[src/rtl/rv_imem_pkg.sv]
// Shared types and constants for the clocked instruction memory.
// Fault bit positions index rsp_fault; NOP_INSTR is addi x0,x0,0.
package rv_imem_pkg;

    typedef enum logic [1:0] {IM_LOAD, IM_RUN, IM_DRAIN} imem_state_e;

    localparam int unsigned FAULT_MISALIGN = 0;
    localparam int unsigned FAULT_RANGE    = 1;
    localparam logic [31:0] NOP_INSTR      = 32'h0000_0013;

endpackage

[src/rtl/imem_array.sv]
// Instruction word storage with a per-word valid bit.
// One write port, combinational read, synchronous clear of all valid bits.
module imem_array #(
    parameter int unsigned DATA_W = 32,
    parameter int unsigned DEPTH  = 64,
    parameter int unsigned IDX_W  = $clog2(DEPTH)
) (
    input  logic              clk,
    input  logic              reset_n,
    input  logic              clear,
    input  logic              we,
    input  logic [IDX_W-1:0]  waddr,
    input  logic [DATA_W-1:0] wdata,
    input  logic [IDX_W-1:0]  raddr,
    output logic [DATA_W-1:0] rdata,
    output logic              rvalid
);

    logic [DATA_W-1:0] mem_q [DEPTH];
    logic [DEPTH-1:0]  vbit_q, vbit_d;

    // Storage is deliberately not reset; the valid bits alone gate its use.
    always_ff @(posedge clk) begin
        if (we) begin
            mem_q[waddr] <= wdata;
        end
    end

    always_comb begin
        vbit_d = vbit_q;
        if (clear) begin
            vbit_d = '0;
        end else if (we) begin
            vbit_d[waddr] = 1'b1;
        end
    end

    always_ff @(posedge clk or negedge reset_n) begin
        if (!reset_n) begin
            vbit_q <= '0;
        end else begin
            vbit_q <= vbit_d;
        end
    end

    assign rdata  = mem_q[raddr];
    assign rvalid = vbit_q[raddr];

endmodule

[src/rtl/instr_mem_fetch.sv]
// Word-addressed instruction memory: boot-load port plus valid/ready fetch port
// with a registered, single-cycle-latency response. Faulted or unloaded fetches return NOP.
module instr_mem_fetch #(
    parameter int unsigned      DATA_W    = 32,
    parameter int unsigned      ADDR_W    = 32,
    parameter int unsigned      DEPTH     = 64,
    parameter logic [DATA_W-1:0] NOP_INSTR = DATA_W'(rv_imem_pkg::NOP_INSTR)
) (
    input  logic              clk,
    input  logic              reset_n,
    input  logic              prog_valid,
    input  logic [DATA_W-1:0] prog_data,
    input  logic              prog_last,
    input  logic              reload_req,
    input  logic              req_valid,
    output logic              req_ready,
    input  logic [ADDR_W-1:0] req_addr,
    output logic              rsp_valid,
    input  logic              rsp_ready,
    output logic [DATA_W-1:0] rsp_data,
    output logic [1:0]        rsp_fault,
    output logic              loaded,
    output logic              prog_overflow
);

    import rv_imem_pkg::*;

    localparam int unsigned IDX_W = $clog2(DEPTH);
    localparam int unsigned PTR_W = IDX_W + 1;

    imem_state_e       state_q, state_d;
    logic [PTR_W-1:0]  ptr_q, ptr_d;
    logic              ovf_q, ovf_d;
    logic              rsp_valid_q, rsp_valid_d;
    logic [DATA_W-1:0] rsp_data_q, rsp_data_d;
    logic [1:0]        rsp_fault_q, rsp_fault_d;

    logic              ptr_full, wr_en, clear_vbits, accept;
    logic              misalign, out_of_range;
    logic [IDX_W-1:0]  rd_idx;
    logic [DATA_W-1:0] rd_data;
    logic              rd_valid;

    assign ptr_full     = (ptr_q == PTR_W'(DEPTH));
    assign wr_en        = (state_q == IM_LOAD) && prog_valid && !ptr_full;
    assign rd_idx       = req_addr[IDX_W+1:2];
    assign misalign     = |req_addr[1:0];
    assign out_of_range = (req_addr[ADDR_W-1:2] >= (ADDR_W-2)'(DEPTH));
    assign req_ready    = (state_q == IM_RUN) && !reload_req && (!rsp_valid_q || rsp_ready);
    assign accept       = req_valid && req_ready;

    imem_array #(
        .DATA_W (DATA_W),
        .DEPTH  (DEPTH),
        .IDX_W  (IDX_W)
    ) u_array (
        .clk     (clk),
        .reset_n (reset_n),
        .clear   (clear_vbits),
        .we      (wr_en),
        .waddr   (ptr_q[IDX_W-1:0]),
        .wdata   (prog_data),
        .raddr   (rd_idx),
        .rdata   (rd_data),
        .rvalid  (rd_valid)
    );

    always_comb begin
        state_d     = state_q;
        ptr_d       = ptr_q;
        ovf_d       = ovf_q;
        clear_vbits = 1'b0;
        unique case (state_q)
            IM_LOAD: begin
                if (prog_valid) begin
                    if (ptr_full) begin
                        ovf_d = 1'b1;
                    end else begin
                        ptr_d = ptr_q + 1'b1;
                    end
                    if (prog_last) begin
                        state_d = IM_RUN;
                    end
                end
            end
            IM_RUN: begin
                if (reload_req) begin
                    state_d = (rsp_valid_q && !rsp_ready) ? IM_DRAIN : IM_LOAD;
                end
            end
            IM_DRAIN: begin
                if (!rsp_valid_q || rsp_ready) begin
                    state_d = IM_LOAD;
                end
            end
            default: state_d = IM_LOAD;
        endcase
        // A fresh load always starts from an empty, zero-pointer memory.
        if ((state_d == IM_LOAD) && (state_q != IM_LOAD)) begin
            ptr_d       = '0;
            clear_vbits = 1'b1;
        end
    end

    always_comb begin
        rsp_valid_d = rsp_valid_q;
        rsp_data_d  = rsp_data_q;
        rsp_fault_d = rsp_fault_q;
        if (accept) begin
            rsp_valid_d                 = 1'b1;
            rsp_fault_d[FAULT_MISALIGN] = misalign;
            rsp_fault_d[FAULT_RANGE]    = out_of_range;
            rsp_data_d = (misalign || out_of_range || !rd_valid) ? NOP_INSTR : rd_data;
        end else if (rsp_valid_q && rsp_ready) begin
            rsp_valid_d = 1'b0;
        end
    end

    always_ff @(posedge clk or negedge reset_n) begin
        if (!reset_n) begin
            state_q     <= IM_LOAD;
            ptr_q       <= '0;
            ovf_q       <= 1'b0;
            rsp_valid_q <= 1'b0;
            rsp_data_q  <= NOP_INSTR;
            rsp_fault_q <= '0;
        end else begin
            state_q     <= state_d;
            ptr_q       <= ptr_d;
            ovf_q       <= ovf_d;
            rsp_valid_q <= rsp_valid_d;
            rsp_data_q  <= rsp_data_d;
            rsp_fault_q <= rsp_fault_d;
        end
    end

    assign rsp_valid     = rsp_valid_q;
    assign rsp_data      = rsp_data_q;
    assign rsp_fault     = rsp_fault_q;
    assign loaded        = (state_q == IM_RUN);
    assign prog_overflow = ovf_q;

endmodule

[config.mk]
export PLATFORM = sky130hd
export DESIGN_NAME = instr_mem_fetch
export DESIGN_NICKNAME = d
export VERILOG_FILES = /design/src/rtl/rv_imem_pkg.sv /design/src/rtl/imem_array.sv /design/src/rtl/instr_mem_fetch.sv
export SDC_FILE = /design/constraint.sdc
export NUM_CORES = 2
export LEC_CHECK = 0
export BUFFER_PORTS_ARGS = -buffer_cell sky130_fd_sc_hd__clkbuf_2
export CORE_MARGIN = 5
export CORE_UTILIZATION = 50
export CTS_CLUSTER_SIZE = 16
export DETAILED_ROUTE_END_ITERATION = 16
export PLACE_DENSITY = 0.71
export SLEW_MARGIN = 25
export SYNTH_ARGS = -nofsm -noshare
export SYNTH_HDL_FRONTEND = slang
export SYNTH_HIERARCHICAL = 1
export SYNTH_SLANG_ARGS = --single-unit
[constraint.sdc]
create_clock -name clk -period 6.2 [get_ports clk]
set_input_delay 0.62 -clock clk [delete_from_list [all_inputs] [get_ports clk]]
set_output_delay 0.62 -clock clk [all_outputs]
set_load 0.05 [all_outputs]
Word-level counts from Yosys, hierarchy flattened
Memory sizes are Yosys's and may differ from the RTL's.
Cells that the tools add are included.
- register bits after elaboration: 109
- memory bits (writable): 2048
- output and inout bits: 38
- logic and storage cells: 67
- memories kept: 1
- $add $sub $neg: 1
- magnitude comparators: 4
- equal/unequal tests: 4
- multiplexer cells: 22
- bitwise operators: 1
- reductions and logical operators: 27
- memories (name ; depth ; width ; rd ports ; clocked after memory_dff ; write ports ; line ; source):
    u_array.mem_q ; 64 ; 32 ; 1 ; 0 ; 1 ; imem_array.sv:19 ; logic [DATA_W-1:0] mem_q [DEPTH];
- operators with widths (cell ; count):
    64-bit 2-to-1 mux ; 2
    64-bit OR ; 1
    32-bit 2-to-1 mux ; 1
    30-bit by 7-bit >= comparator with 1-bit output, second input constant ; 1
    7-bit 2-to-1 mux ; 4
    6-bit by 7-bit less-than comparator with 1-bit output, second input constant ; 2
    2-bit 2-to-1 mux ; 5
    2-bit nonzero test ; 5
    1-bit logical AND ; 9
    7-bit by 1-bit adder with 7-bit output, second input constant ; 1
    7-bit equality test, second input constant ; 1
    1-bit 2-to-1 mux ; 7
    1-bit binary-select mux with 6-bit select ; 1
    1-bit demux with 6-bit select ; 1
    6-bit by 1-bit >= comparator with 1-bit output, second input constant ; 1
    2-bit case mux with 3 select lines ; 1
    3-bit AND reduction ; 2
    1-bit logical NOT ; 5
    2-bit logical NOT ; 2
    1-bit logical OR ; 3
    2-bit by 1-bit equality test with 1-bit output, second input constant ; 1
    2-bit equality test, second input constant ; 1
    2-bit by 1-bit != test with 1-bit output, second input constant ; 1
    2-bit OR reduction ; 1

Depth between registers and ports, before layout
- depth after elaboration: 9
- mapped depth: 14
- mapped depth without buffers: 10

Hierarchy
The synthesis kept the hierarchy.
- modules (own cells, without submodules) (module ; times used ; cells each ; area each (um^2)):
    imem_array ; 1 ; 3725 ; 80796.2
    instr_mem_fetch ; 1 ; 222 ; 2147.1

Least setup slack after synthesis
No wires, ideal clock.
- path kind: input port to flip-flop
- from: in prog_valid
- to: mem u_array.mem_q[48][0] (enable)
- setup time: 0.505 ns
- data arrival time: 4.801 ns
- data required time: 5.695 ns
- path slack: 0.894 ns
- cell stages on the path: 6
- buffers on the path: 0
- cells stage by stage: nor3b_2 > o21ai_4 > inv_1 > nand3_1 > or2_2 > nor4_1
- longest elaborated chain between the ends: 4
- RTL lines (item ; line ; source):
    start: declaration ; instr_mem_fetch.sv:11 ; input logic prog_valid,
    1-bit logical AND (2 in series) ; instr_mem_fetch.sv:45 ; assign wr_en = (state_q == IM_LOAD) && prog_valid && !ptr_full;
    via wr_en ; instr_mem_fetch.sv:38 ; logic ptr_full, wr_en, clear_vbits, accept;
    1-bit 2-to-1 mux ; imem_array.sv:24 ; if (we) begin
    1-bit 2-to-1 mux (not written as such) ; imem_array.sv:25 ; mem_q[waddr] <= wdata;
    end: declaration ; imem_array.sv:19 ;
The timed path passes the listed nets, and every way through them passes these cells.

Worst setup path in the final report
- from: reg ptr_q[0]
- to: mem u_array.mem_q[38][0] (enable)
- longest elaborated chain between the ends: 5
- RTL lines (item ; line ; source):
    start: declaration ; instr_mem_fetch.sv:32 ; logic [PTR_W-1:0] ptr_q, ptr_d;
    start signal: assignment ; instr_mem_fetch.sv:129 ; ptr_q <= ptr_d;
    7-bit equality test ; instr_mem_fetch.sv:44 ; assign ptr_full = (ptr_q == PTR_W'(DEPTH));
    1-bit logical NOT ; instr_mem_fetch.sv:45 ;
    1-bit logical AND ; instr_mem_fetch.sv:45 ;
    via wr_en ; instr_mem_fetch.sv:38 ;
    1-bit 2-to-1 mux ; imem_array.sv:24 ;
    1-bit 2-to-1 mux (not written as such) ; imem_array.sv:25 ;
The timed path passes the listed nets, and every way through them passes these cells.

==> impl_results.md <==
- Post-DP HPWL: between 100 and 150 mm
- Sequential area share after synthesis: between 70% and 80%
- Clock transition at the registers of the reported paths: about 60 ps
- Reg2Reg Setup Slack: 1910 ps
- Mapped Area: ~0.083 mm^2
- Max Clock Freq: about 230 MHz
- Area of the multi-input gates: ~0.018 mm^2
- First-pass GRT wire length: just over 300 mm
- GPL Wtd Cong: 0.9088
- Largest net degree at the start of global routing: 86
- Final Setup Violations: 0
- Worst-skew pair later-pin latency: 840 ps
- Main flop type after synthesis: edfxtp_1
- Fin. Hold Viols: 0
- CTS buffer count: around 210
- Via/cell ratio: approximately 6.5
- Outcome: finished clean
- Synth-to-layout area growth: 12.61%
- Crit Path Class: register to register
- Ratio of final minimum period to clock period: 69.17%
- Overall Global Routing Usage: 24.85%
- Share of the synthesized area in the top cell type: 74.15%
- Max cap viols: 0
- Worst Hold Class: input port to register
- Post-CTS Hold Buffers: 2
- Core area: 0.1650 mm^2
- Critical path launch point type: register
- Routed Antenna Nets: 0
- Clock share of power: between 40% and 50%
- CTS root buf: clkbuf_16
- Initial antenna violation count: 12
- WL/cell: between 30 and 40 um
- H-Tree Depth: 4
- Syn nets: around 4000
- YS warnings: 6
- Number of flops mapped to enable cells by yosys: 2048
- Fin util: 56.61%
- Post-Place Worst Slack: roughly 1700 ps
- DIE AREA: around 0.17 mm^2
- Placed cell area: between 0.08 and 0.09 mm^2
- Final Skew: around 45 ps
- Die Height: about 420 um
- Die W: approximately 420 um
- Drt drc: 0
- Number of I/O pins: 109
- Sw Ratio: around 22%
- Sw Pwr: between 0.006 and 0.007 W
- Actual slew at the worst max-slew pin: ~1100 ps
- Crit path DAT: roughly 4800 ps
- Count leader, synth: edfxtp_1
- Nets: 4265
- Synth async-reset ratio: ~5.1%
- Post_cts resized: 0
- Synth top area cells: edfxtp_1 (74%), mux4_2 (13%), dfrtp_1 (3.2%)
- Global route total overflow: 0
- Hold Path End: state_q[0]$_DFF_PN0_
- Data required, critical path: ~6700 ps
- CTS sink count: approximately 2200
- Setup bufs post-CTS: 0
- Worst r2r dst: u_array/mem_q[38][0]$_DFFE_PP_
- Routed Wire Length: 215.8 mm
- Register area: ~0.064 mm^2
- WHS: 61.39 ps
- Gate power share: about 6.3%
- Worst Setup End Kind: register
- Syn Inst Count: 3947
- Vias: ~43000
- Final worst path period need: 4289 ps
- Syn Area/Cell: about 21 um^2
- Post-synthesis sequential element count: 2157
- Initial DRC count: around 6400
- Synth cell types: between 50 and 60
- Fin Setup TNS: 0 ps
- Final Max Slew Viols: 0
- Final instance area: ~0.093 mm^2
- FF-to-FF path depth: 9
- Max clock buf depth: 3
- Reg2Reg Launch Point: ptr_q[0]$_DFFE_PN0P_
- Leak: 29.73 nW
- Crit Path Max Fanout: 18
- Cell count of the worst hold path: 3
- Row count: 149
- RSZ-0062 raised after global routing: false
- Top cell type by total area after synthesis: edfxtp_1
- Vias in the first global route: 42403
- Sequential power share: a little over half
- Int Pwr: 0.02363 W
- Synth cell count leaders: edfxtp_1 (2048), mux4_2 (488), nor2_1 (222)
- Number of fill cells: about 12000
- Drt pass-1 iters: 5
- CTS tree: yes
- Hold path start: prog_valid
- Port Buf Inserts: ~110
- Initial Utilization: between 50 and 60%
- VDD IR max: between 0.0002 and 0.0003 V
- Final worst setup slack: approximately 1900 ps
- Layout cell share with drive strength beyond 1: between 20% and 30%
- Slew Limit Headroom: 24.08%
- PwrDens: 325.2 mW/mm^2
-- worst max-delay path: stages, from the launching register on --
cell and delay [ps]:
dfrtp_1 690, inv_1 150, ha_1 260, nand2_1 170, o21ai_4 100, inv_1 250
nor2b_1 280, nand3_1 710, nor2_4 910, buf_4 420
-- cell usage in the layout, fill, tap and decap left out, types with 51 or more instances in the layout --
master / synthesis / layout
edfxtp_1: 2048 / 2048
mux4_2: 488 / 488
clkbuf_16: 0 / 209
nor2_1: 222 / 161
buf_4: 43 / 144
nand2_1: 137 / 137
dfrtp_1: 106 / 106
clkbuf_2: 0 / 102
nand3_1: 81 / 81
nand4_1: 80 / 80
mux2i_1: 78 / 78
clkbuf_1: 98 / 60
o22ai_1: 60 / 60
nor2_4: 0 / 60
a22oi_1: 56 / 56
o221ai_1: 51 / 51
-- sequential cells by signal, summed over array words and instances (netlist names) --
| name | flops |
|---|---|
| u_array/mem_q | 2048 |
| u_array/vbit_q | 64 |
| rsp_data | 32 |
| ptr_q | 7 |
| rsp_fault | 2 |
| state_q | 2 |
| prog_overflow | 1 |
| rsp_valid | 1 |
-- metal layers --
metal	routed length [um]	track usage [%]	part of all wire, %	vias to the layer above
met5	34	0	0.016	-
met3	27040	6.452	13	415
met4	9870	10.40	4.6	6
met2	98430	37.03	46	2772
met1	80410	35.39	37	22563
li1	-	-	-	16970
-- cell families (layout without fill, tap and decap cells) --
kind of cell	Yosys count	in the layout	synth area share, %
buffers and inverters	234	656	1.584
AO/OA/AOI/OAI	321	321	2.733
multiplexers	591	591	14.53
other	0	3	0
AND/OR/NAND/NOR	636	636	3.619
XOR/XNOR	6	6	0.06336
flip-flops	2157	2157	77.44
adder cells (fa/ha/maj)	2	2	0.03017
-- how the worst max path moves through the flow --
stage / startpoint / to / slack [ps] / depth (start not counted)
final: ptr_q[0]$_DFFE_PN0P_ / u_array/mem_q[38][0]$_DFFE_PP_ / 1910 / 9
after global routing: ptr_q[0]$_DFFE_PN0P_ / u_array/mem_q[38][0]$_DFFE_PP_ / 1780 / 9
after CTS: ptr_q[0]$_DFFE_PN0P_ / u_array/mem_q[38][24]$_DFFE_PP_ / 1960 / 9
after detailed placement: req_addr[5] / rsp_data[11]$_DFFE_PN0P_ / 1660 / 9
after global placement: req_addr[5] / rsp_data[5]$_DFFE_PN0P_ / 1750 / 9
after floorplan: prog_valid / u_array/mem_q[48][0]$_DFFE_PP_ / 890 / 6
-- metrics by stage --
stage	total power [W]	std cells
global route	0.03128	6559
detailed placement	0.01849	6171
CTS	0.03049	6558
finish	0.03037	6561
floorplan	0.01759	3947
global placement	0.01845	6170
-- power groups by stage --
stage | combinational (W) | sequential, W | clock [W]
5_1_grt | 0.00201 | 0.0163 | 0.0130
6_report | 0.00192 | 0.0163 | 0.0122
2_1_floorplan | 0.00102 | 0.0166 | 0
3_5_place_dp | 0.00190 | 0.0166 | 0
3_3_place_gp | 0.00186 | 0.0166 | 0
4_1_cts | 0.00190 | 0.0163 | 0.0123
-- area by class of cell --
cell class,count,share of cell area (%)
Inverter,4,0.01608
Antenna cell,3,0.008038
Clock buffer,276,5.944
Clock inverter,109,1.030
Sequential cell,2157,68.77
Tap cell,2189,2.932
Multi-Input combinational cell,1556,19.20
Timing Repair Buffer,267,2.099
No activity file was read; power rests on OpenSTA's default activity.
